$ cat config.mk
export PLATFORM = sky130hd
export DESIGN_NAME = div_recon
export DESIGN_NICKNAME = d
export VERILOG_FILES = /design/src/rtl/div_recon.sv
export SDC_FILE = /design/constraint.sdc
export NUM_CORES = 1
export LEC_CHECK = 0
export BUFFER_PORTS_ARGS = -buffer_cell sky130_fd_sc_hd__buf_2
export CAP_MARGIN = 20
export CORE_ASPECT_RATIO = 0.7
export CORE_MARGIN = 1.5
export CORE_UTILIZATION = 50
export CTS_BUF_LIST = sky130_fd_sc_hd__clkbuf_4
export DETAILED_ROUTE_END_ITERATION = 8
export GPL_TIMING_DRIVEN = 0
export PLACE_DENSITY = 0.73
export SLEW_MARGIN = 20
export SYNTH_ARGS = -nofsm -noshare
export SYNTH_HDL_FRONTEND = slang
export SYNTH_SLANG_ARGS = --single-unit
$ cat constraint.sdc
create_clock -name clk -period 4.65 [get_ports clk]
set_input_delay 0.465 -clock clk [delete_from_list [all_inputs] [get_ports clk]]
set_output_delay 0.465 -clock clk [all_outputs]
set_load 0.005 [all_outputs]
$ cat src/rtl/div_recon.sv
// Sequential reconstruction checker for sign-magnitude dividers: rebuilds |z|*|y|+|r| with a
// shift-add multiplier and flags mismatches against x. Optional early MUL exit: DIV_RECON_EARLY_EN.
module div_recon #(
  parameter int W = 8
) (
  input  logic             clk,
  input  logic             rst,
  input  logic             start,
  input  logic [W-1:0]     x,
  input  logic [W-1:0]     y,
  input  logic [W-1:0]     z,
  input  logic [W-1:0]     r,
  output logic [W-1:0]     x_rec,
  output logic [2*W-3:0]   prod,
  output logic             ovf,
  output logic             dz,
  output logic             err,
  output logic             done,
  output logic             busy
);

  localparam int MW = W - 1;
  localparam int PW = 2 * MW;
  localparam int CW = $clog2(MW);

  typedef enum logic [1:0] {S_IDLE, S_MUL, S_FIN} state_t;

  state_t          r_state;
  logic [CW-1:0]   r_cnt;
  logic [PW-1:0]   r_acc;
  logic [MW-1:0]   r_xmag, r_ymag, r_zmag, r_rmag;
  logic            r_xs, r_ys, r_zs, r_rs;

  logic [PW-1:0]   w_add;
  logic            w_last;
  logic [PW-1:0]   w_prod;
  logic            w_pz, w_rz, w_qsign, w_sign, w_ovf, w_dz, w_sf, w_err;

  // Multiplier step and end-of-MUL detection
  always_comb begin
    w_add = '0;
    if (r_zmag[r_cnt])
      w_add = PW'(r_ymag) << r_cnt;
`ifdef DIV_RECON_EARLY_EN
    w_last = (r_cnt == CW'(MW - 1)) || ((r_zmag >> (r_cnt + CW'(1))) == '0);
`else
    w_last = (r_cnt == CW'(MW - 1));
`endif
  end

  // Final reconstruction; a zero product carries no sign so +0 and -0 compare equal
  always_comb begin
    w_prod  = r_acc + PW'(r_rmag);
    w_pz    = (w_prod == '0);
    w_rz    = (r_rmag == '0);
    w_qsign = r_zs ^ r_ys;
    w_sign  = 1'b0;
    if (!w_pz)
      w_sign = w_rz ? w_qsign : r_rs;
    w_ovf   = |w_prod[PW-1:MW];
    w_dz    = (r_ymag == '0);
    w_sf    = (!w_pz && (w_sign != r_xs)) ||
              ((r_zmag != '0) && !w_rz && (r_rs != w_qsign));
    w_err   = !w_dz && (w_ovf || (w_prod[MW-1:0] != r_xmag) || (r_rmag >= r_ymag) || w_sf);
  end

  always_ff @(posedge clk or posedge rst) begin
    if (rst) begin
      r_state <= S_IDLE;
      r_cnt   <= '0;
      r_acc   <= '0;
      r_xmag  <= '0;
      r_ymag  <= '0;
      r_zmag  <= '0;
      r_rmag  <= '0;
      r_xs    <= 1'b0;
      r_ys    <= 1'b0;
      r_zs    <= 1'b0;
      r_rs    <= 1'b0;
      x_rec   <= '0;
      prod    <= '0;
      ovf     <= 1'b0;
      dz      <= 1'b0;
      err     <= 1'b0;
      done    <= 1'b0;
      busy    <= 1'b0;
    end else begin
      done <= 1'b0;
      case (r_state)
        S_IDLE: begin
          if (start) begin
            {r_xs, r_xmag} <= x;
            {r_ys, r_ymag} <= y;
            {r_zs, r_zmag} <= z;
            {r_rs, r_rmag} <= r;
            r_acc <= '0;
            r_cnt <= '0;
            busy  <= 1'b1;
`ifdef DIV_RECON_EARLY_EN
            r_state <= (z[MW-1:0] == '0) ? S_FIN : S_MUL;
`else
            r_state <= S_MUL;
`endif
          end
        end
        S_MUL: begin
          r_acc <= r_acc + w_add;
          r_cnt <= r_cnt + CW'(1);
          if (w_last)
            r_state <= S_FIN;
        end
        S_FIN: begin
          prod    <= w_prod;
          x_rec   <= {w_sign, w_prod[MW-1:0]};
          ovf     <= w_ovf;
          dz      <= w_dz;
          err     <= w_err;
          done    <= 1'b1;
          busy    <= 1'b0;
          r_state <= S_IDLE;
        end
        default: r_state <= S_IDLE;
      endcase
    end
  end

endmodule

==> results.md, run 1 <==
* # IOs at 62
* Place WS at 826 ps
* Crit Path Category: flip-flop to flip-flop
* First-pass DRT Iterations at 5
* Die area at ~0.0095 mm^2
* Clock sink total at 71
* First-pass GRT wire length at 18.1 mm
* Synth cell count leaders: nand2_1 (72), dfrtp_1 (71), nor2_1 (39), o21ai_0 (31), ha_1 (29)
* Clk_lat worst skew at 440 ps
* Clock root cell: clkbuf_4
* Antenna violations before repair at 0
* Crit-path slowest cell: mux4_2
* Hold Path Class: input port to flip-flop
* Vias in the first global route at 3562
* Number of port buffers at 61
* Core area at between 0.008 and 0.009 mm^2
* Number of setup buffers added after CTS at 0
* NetSw at 1890 uW
* Critical Path Most Common Cell: clkbuf_1
* Post-CTS Hold Buffers at 1
* Area of placed instances at 0.00491 mm^2
* Crit end category: flip-flop
* Power Total at 4060 uW
* Asr flop ratio synth at 1.00
* Clk slew on worst S/H paths at between 100 and 150 ps
* Top cells by area, synth: dfrtp_1 (40%), ha_1 (8.2%), mux2_2 (6.3%)
* FP Rows at 28
* Routed wire length at 11.1 mm
* Vias per inst at about 5.6
* Chip width at 116 um
* Diode count at 0
* Worst slew margin at 0.575
* Critical Path Max Stage Delay at 580 ps
* Antenna Nets Post-Route at 0
* Share of cells above drive strength 1 at 0.221
* RSZ-0062 raised after global routing: no
* Area Growth Syn to Fin at 14.7%
* Seq/Total Area, Yosys at 0.400
* Synth top area share at 0.400
* VDD IR max at 365 uV
* Final Hold Viols at 0
* Tcrit/Tclk final at 0.839
* Final Max Tran Viols at 0
* Count of cell types in the netlist at 55
* Final setup vio count at 0
* Fin crit period at 3900 ps
* Main synth FF type: dfrtp_1
* Pint at 2180 uW
* Critical Path RT at 4970 ps
* Combinational power share at 0.595
* Cell Chain, Critical Path: clkbuf_1, mux4_2, nand2_1, and2_1, clkbuf_1, nor2_1, ha_1, or2_2, a21oi_1, o21bai_1, o21a_1, o21ai_0, a41oi_1, o22ai_1
* Syn. warnings at 0
* Max Cap Viol at 0
* Overall Global Routing Usage at 0.254
* Startpoint types: flip-flop
* Max clock buf depth at 2
* Syn Inst Count at 473
* Post-Synthesis Cell Area at 0.00444 mm^2
* Routed vias at about 3800
* Reg2reg end: r_acc[13]$_DFFE_PP0P_
* Number of synthesized flops with an enable pin at 0
* Fin cells at approximately 670
* Fin nets at 613
* Clk pwr share at 0.113
* Placed cells at 655
* Wirelength per Cell at 16.6 um
* Worst setup path endpoint: r_acc[13]$_DFFE_PP0P_
* Skew final at 8.40 ps
* PD cells at 799 mW/mm^2
* Post-CTS Resized at 0
* Max Fclk at 0.256 GHz
* 1st-iter DRT viols at 233
* R2R setup slack at 750 ps
* Leakage power at 0.00237 uW
* Hpwl dp at about 8.6 mm
* Fin area at 0.00509 mm^2
* Worst flop-to-flop path startpoint: r_cnt[0]$_DFFE_PP0P_
* Dominant cell type by area after synthesis: dfrtp_1
* Most frequent cell after synthesis: nand2_1
* Switch share at 0.464
* Synth Area per Inst at 9.38 um^2
* #FFs+latches synth at 71
* Seq pwr share at 0.292
* Slew @ Worst Pin at 635 ps
* DRC viols at 0
* Status: completed
* CTS tree: built
* Syn_nets at approximately 540
* Total grt overflow at 0
* Die Y at 81.8 um
* Worst reg-to-reg path cell count at 14
* CP Launch Point: r_cnt[0]$_DFFE_PP0P_
* Largest net degree at the start of global routing at 44
* Setup TNS Final at 0 ps
* Setup ws final at around 750 ps
* Initial Util at 0.519
* TritonCTS buffer count at 9
* Depth of the CTS H-tree at 3
* Crit Path Max Fanout at 8
* CP arrival at between 4000 and 5000 ps
* Gpl congestion at 0.866
-- how the worst min path moves through the flow --
stage / start / slack, ps / cells after the start / end
global placement: prod[11]$_DFFE_PP0P_ / 460 / 2 / prod[11]$_DFFE_PP0P_
detailed placement: dz$_DFFE_PP0P_ / 460 / 2 / dz$_DFFE_PP0P_
CTS: y[1] / 200 / 3 / r_ymag[1]$_DFFE_PP0P_
global route: r[4] / 210 / 2 / r_rmag[4]$_DFFE_PP0P_
finish: y[1] / 230 / 3 / r_ymag[1]$_DFFE_PP0P_
floorplan: dz$_DFFE_PP0P_ / 470 / 2 / dz$_DFFE_PP0P_
-- flip-flops by register name, summed over array words and instances, names as in the netlist, 2 cells and up --
| signal | count |
|---|---|
| r_xmag | 7 |
| r_state | 2 |
| r_zmag | 7 |
| r_acc | 14 |
| r_cnt | 3 |
| r_rmag | 7 |
| r_ymag | 7 |
| x_rec | 8 |
| prod | 7 |
-- power by group through the flow --
stage / Clock, uW / Sequential [uW] / Combinational (uW)
after global placement: 0 / 1180 / 2270
after detailed placement: 0 / 1200 / 2370
after floorplan: 0 / 1110 / 1810
after global routing: 491 / 1220 / 2680
final: 461 / 1190 / 2420
after CTS: 467 / 1180 / 2390
-- worst max-delay path: cells and delay by family, from the launching register on --
family                   cells  cell delay [ps]
AO/OA/AOI/OAI                6             1290
adder cells (fa/ha/maj)      1              330
buffers and inverters        2              530
flip-flops                   1              370
multiplexers                 1              580
AND/OR/NAND/NOR              4              690
-- stage by stage --
step	hold WS (ps)	utilization
2_1_floorplan	471	-
3_3_place_gp	458	0.572
3_5_place_dp	465	0.575
6_report	228	0.595
4_1_cts	202	0.595
5_1_grt	210	0.595
-- cell type report --
| type | count | area, um^2 |
|---|---|---|
| plain buffers | 28 | 134 |
| clock buffers | 9 | 67.6 |
| clock inverters | 7 | 96.3 |
| fillers | 799 | 3460 |
| inverters | 15 | 58.8 |
| multi-input cells | 359 | 2470 |
| flip-flops and latches | 71 | 1780 |
| well taps | 120 | 150 |
| repair buffers | 63 | 335 |
-- cells in the final DEF, fill, tap and decap left out, types with 2 or more instances in the layout --
master and instances:
a211oi_1 5, a21o_1 4, a21oi_1 20, a31oi_1 4, and2_1 5, and3_1 8
buf_1 3, buf_2 63, buf_4 7, bufinv_16 2, clkbuf_1 16, clkbuf_4 9
clkinvlp_4 3, dfrtp_1 71, fa_1 2, ha_1 29, inv_1 14, mux2_2 25
mux2i_1 8, nand2_1 72, nand2b_1 3, nand3_1 7, nand4_1 3, nor2_1 39
nor3_1 8, nor3b_1 2, nor4_1 4, nor4_2 2, o2111ai_1 2, o21a_1 4
o21ai_0 31, o21bai_1 4, o22ai_1 11, o31ai_1 2, xnor2_1 15, xor2_1 18
-- cells by family (layout without fill, tap and decap cells) --
kind of cell / after synthesis / in the layout / share of synthesized area
fa+ha+maj: 31 / 31 / 0.0908
simple gates: 159 / 159 / 0.163
xor+xnor: 33 / 33 / 0.0651
buf+inv: 43 / 122 / 0.0429
mux: 34 / 34 / 0.0866
compound gates: 102 / 102 / 0.151
flops: 71 / 71 / 0.400
-- metal layers --
| metal | up-vias | GRT usage | share of wire |
|---|---|---|---|
| met4 | 0 | 0.0741 | 0.010 |
| met1 | 1812 | 0.363 | 0.49 |
| met3 | 13 | 0.0524 | 0.059 |
| met5 | - | 0 | 0 |
| li1 | 1817 | - | - |
| met2 | 138 | 0.391 | 0.44 |
(Power assumes the default switching activity.)
==> inputs of run 2 (changes only) <==
Settings changed: PLACE_DENSITY 0.73 to 0.76.
Clock period 4.65 ns to 3.5 ns, I/O delays scaled along.
==> results.md, run 2 (synthesis gave the netlist of run 1 again) <==
* Crit Path Category: flip-flop to flip-flop
* Vias per inst at 5.62 (about the same)
* TritonCTS buffer count at 9 (unchanged)
* RSZ-0062 raised after global routing: no
* Clk slew on worst S/H paths at 120 ps (about the same)
* Antenna Nets Post-Route at 0 (unchanged)
* Routed vias at 3774 (-0.16%)
* Core area at 0.00855 mm^2 (unchanged)
* Max clock buf depth at 2 (unchanged)
* Depth of the CTS H-tree at 3 (unchanged)
* Startpoint types: flip-flop
* Fin cells at 671 (-0.15%)
* Crit path buffers/inverters at 0 (-2)
* Fin area at 0.00511 mm^2 (+0.49%)
* Number of port buffers at 61 (unchanged)
* FP Rows at 28 (unchanged)
* Tcrit/Tclk final at 0.966 (+0.127)
* Final setup vio count at 0 (unchanged)
* Max Cap Viol at 0 (unchanged)
* Die Y at 81.8 um (unchanged)
* Final Util at 0.598 (+0.00293)
* Slew @ Worst Pin at 736 ps (+101 ps)
* Wirelength per Cell at 16.0 um (-3.4%)
* Crit Path Max Fanout at 6 (-2)
* Clock root cell: clkbuf_4
* Most frequent cells in the layout: nand2_1 (72), dfrtp_1 (69), buf_2 (63), nor2_1 (39), o21ai_0 (30)
* Skew final at 21.9 ps (+13.5 ps)
* DRC viols at 0 (unchanged)
* Final Max Tran Viols at 0 (unchanged)
* Chip width at 116 um (unchanged)
* Leakage power at 0.00239 uW (+0.62%)
* CP arrival at 3720 ps (-500 ps)
* Cell Chain, Critical Path: mux4_2, and3_1, ha_1, fa_2, a21o_2, a21oi_4, o21ba_4, nor4_2, o31a_1, or3_1, a32o_1
* Routed wire length at 10.8 mm (-3.5%)
* Die area at 0.00946 mm^2 (unchanged)
* First-pass DRT Iterations at 5 (unchanged)
* Vias in the first global route at 3593 (+0.87%)
* 1st-iter DRT viols at 184 (-21%)
* Fin nets at 613 (unchanged)
* Critical Path Max Stage Delay at 540 ps (-40 ps)
* Largest net degree at the start of global routing at 52 (+18%)
* Worst slew margin at 0.509 (-0.0657)
* Status: completed
* Place WS at -328 ps (-1150 ps)
* VDD IR max at 444 uV (+22%)
* Delay-heaviest family, CP: compound AO/OA/AOI/OAI gates
* First-pass GRT wire length at 17.7 mm (-2.3%)
* Diode count at 0 (unchanged)
* Gpl congestion at 0.879 (+1.5%)
* Biggest register: r_acc
* Area Growth Syn to Fin at 15.3%
* Clock sink total at 71 (unchanged)
* Antenna violations before repair at 0 (unchanged)
* PD cells at 1060 mW/mm^2 (+32%)
* Overall Global Routing Usage at 0.247 (-0.00726)
* Max FFs per register at 14 (unchanged)
* Fin crit period at 3380 ps (-519 ps)
* Hold Path Class: input port to flip-flop
* Commonest non-fill, non-tap cell in the layout: nand2_1
* Clk_lat worst skew at 430 ps (about the same)
* Crit-path slowest cell: mux4_2
* # IOs at 62 (unchanged)
* Critical Path RT at 3840 ps (-1130 ps)
* Placed cells at 655 (unchanged)
* CTS tree: built
* Max Fclk at 0.296 GHz (+15%)
* Initial Util at 0.519 (unchanged)
* Total grt overflow at 0 (unchanged)
* Hpwl dp at 8.28 mm (-3.5%)
* Final Hold Viols at 0 (unchanged)
* Largest regs: r_acc (14), x_rec (8)
* Crit end category: flip-flop
* Setup TNS Final at 0 ps (unchanged)
* Share of cells above drive strength 1 at 0.234 (+0.0131)
* Setup ws final at 117 ps (-631 ps)
* Area of placed instances at 0.00492 mm^2 (+0.15%)
[run 2: what timing repair did]
action                     4_1_cts  5_1_grt
resized for setup                5        3
gates cloned                     0        0
setup endpoints to repair        4        3
pin swaps                        0        0
hold endpoints to repair        20        0
hold buffers                     1        0
buffers inserted                 1        2
[run 2: through the flow]
stage | hold WS, ps | power [uW]
after floorplan | 467 | 3880
after global placement | 457 | 4580
after detailed placement | 332 | 4720
after CTS | 108 | 5340
after global routing | 102 | 5850
final | 132 | 5400
[run 2: final timing paths]
kind | from | endpoint | slack [ps] | depth (start not counted)
worst min-delay path | y[1] | r_ymag[1]$_DFFE_PP0P_ | 130 | 3
worst min register to register | prod[13]$_DFFE_PP0P_ | prod[13]$_DFFE_PP0P_ | 480 | 2
worst max-delay path | r_cnt[0]$_DFFE_PP0P_ | r_acc[12]$_DFFE_PP0P_ | 120 | 11
max in group asynchronous | rst | prod[7]$_DFFE_PP0P_ | 2540 | 4
min in group asynchronous | rst | r_acc[10]$_DFFE_PP0P_ | 400 | 3
worst max register to register | r_cnt[0]$_DFFE_PP0P_ | r_acc[12]$_DFFE_PP0P_ | 120 | 11
[run 2: cell type report]
type	count	area (um^2)
well taps	120	150
flip-flops and latches	71	1780
inverters	15	58.8
plain buffers	25	124
repair buffers	66	365
multi-input cells	359	2490
fillers	768	3430
clock inverters	5	73.8
clock buffers	10	75.1
[run 2: where the power goes]
group | total, uW | internal, uW | leakage [uW] | switching [uW]
Combinational | 3250 | 1440 | 0.00143 | 1810
Sequential | 1580 | 1200 | 0.000873 | 380
Clock | 573 | 289 | 0.0000837 | 283
Total | 5400 | 2930 | 0.00239 | 2480
[run 2: per-layer routing]
| layer | track usage | vias up | routed length, um |
|---|---|---|---|
| met2 | 0.377 | 112 | 4700 |
| met5 | 0 | - | 0 |
| met3 | 0.0686 | 23 | 589 |
| met1 | 0.344 | 1836 | 5290 |
| li1 | - | 1803 | - |
| met4 | 0.0704 | 0 | 180 |
[run 2: worst min-delay path, stage by stage]
cell     delay, ps
buf_2           80
nand2_1         40
o21ai_0         60
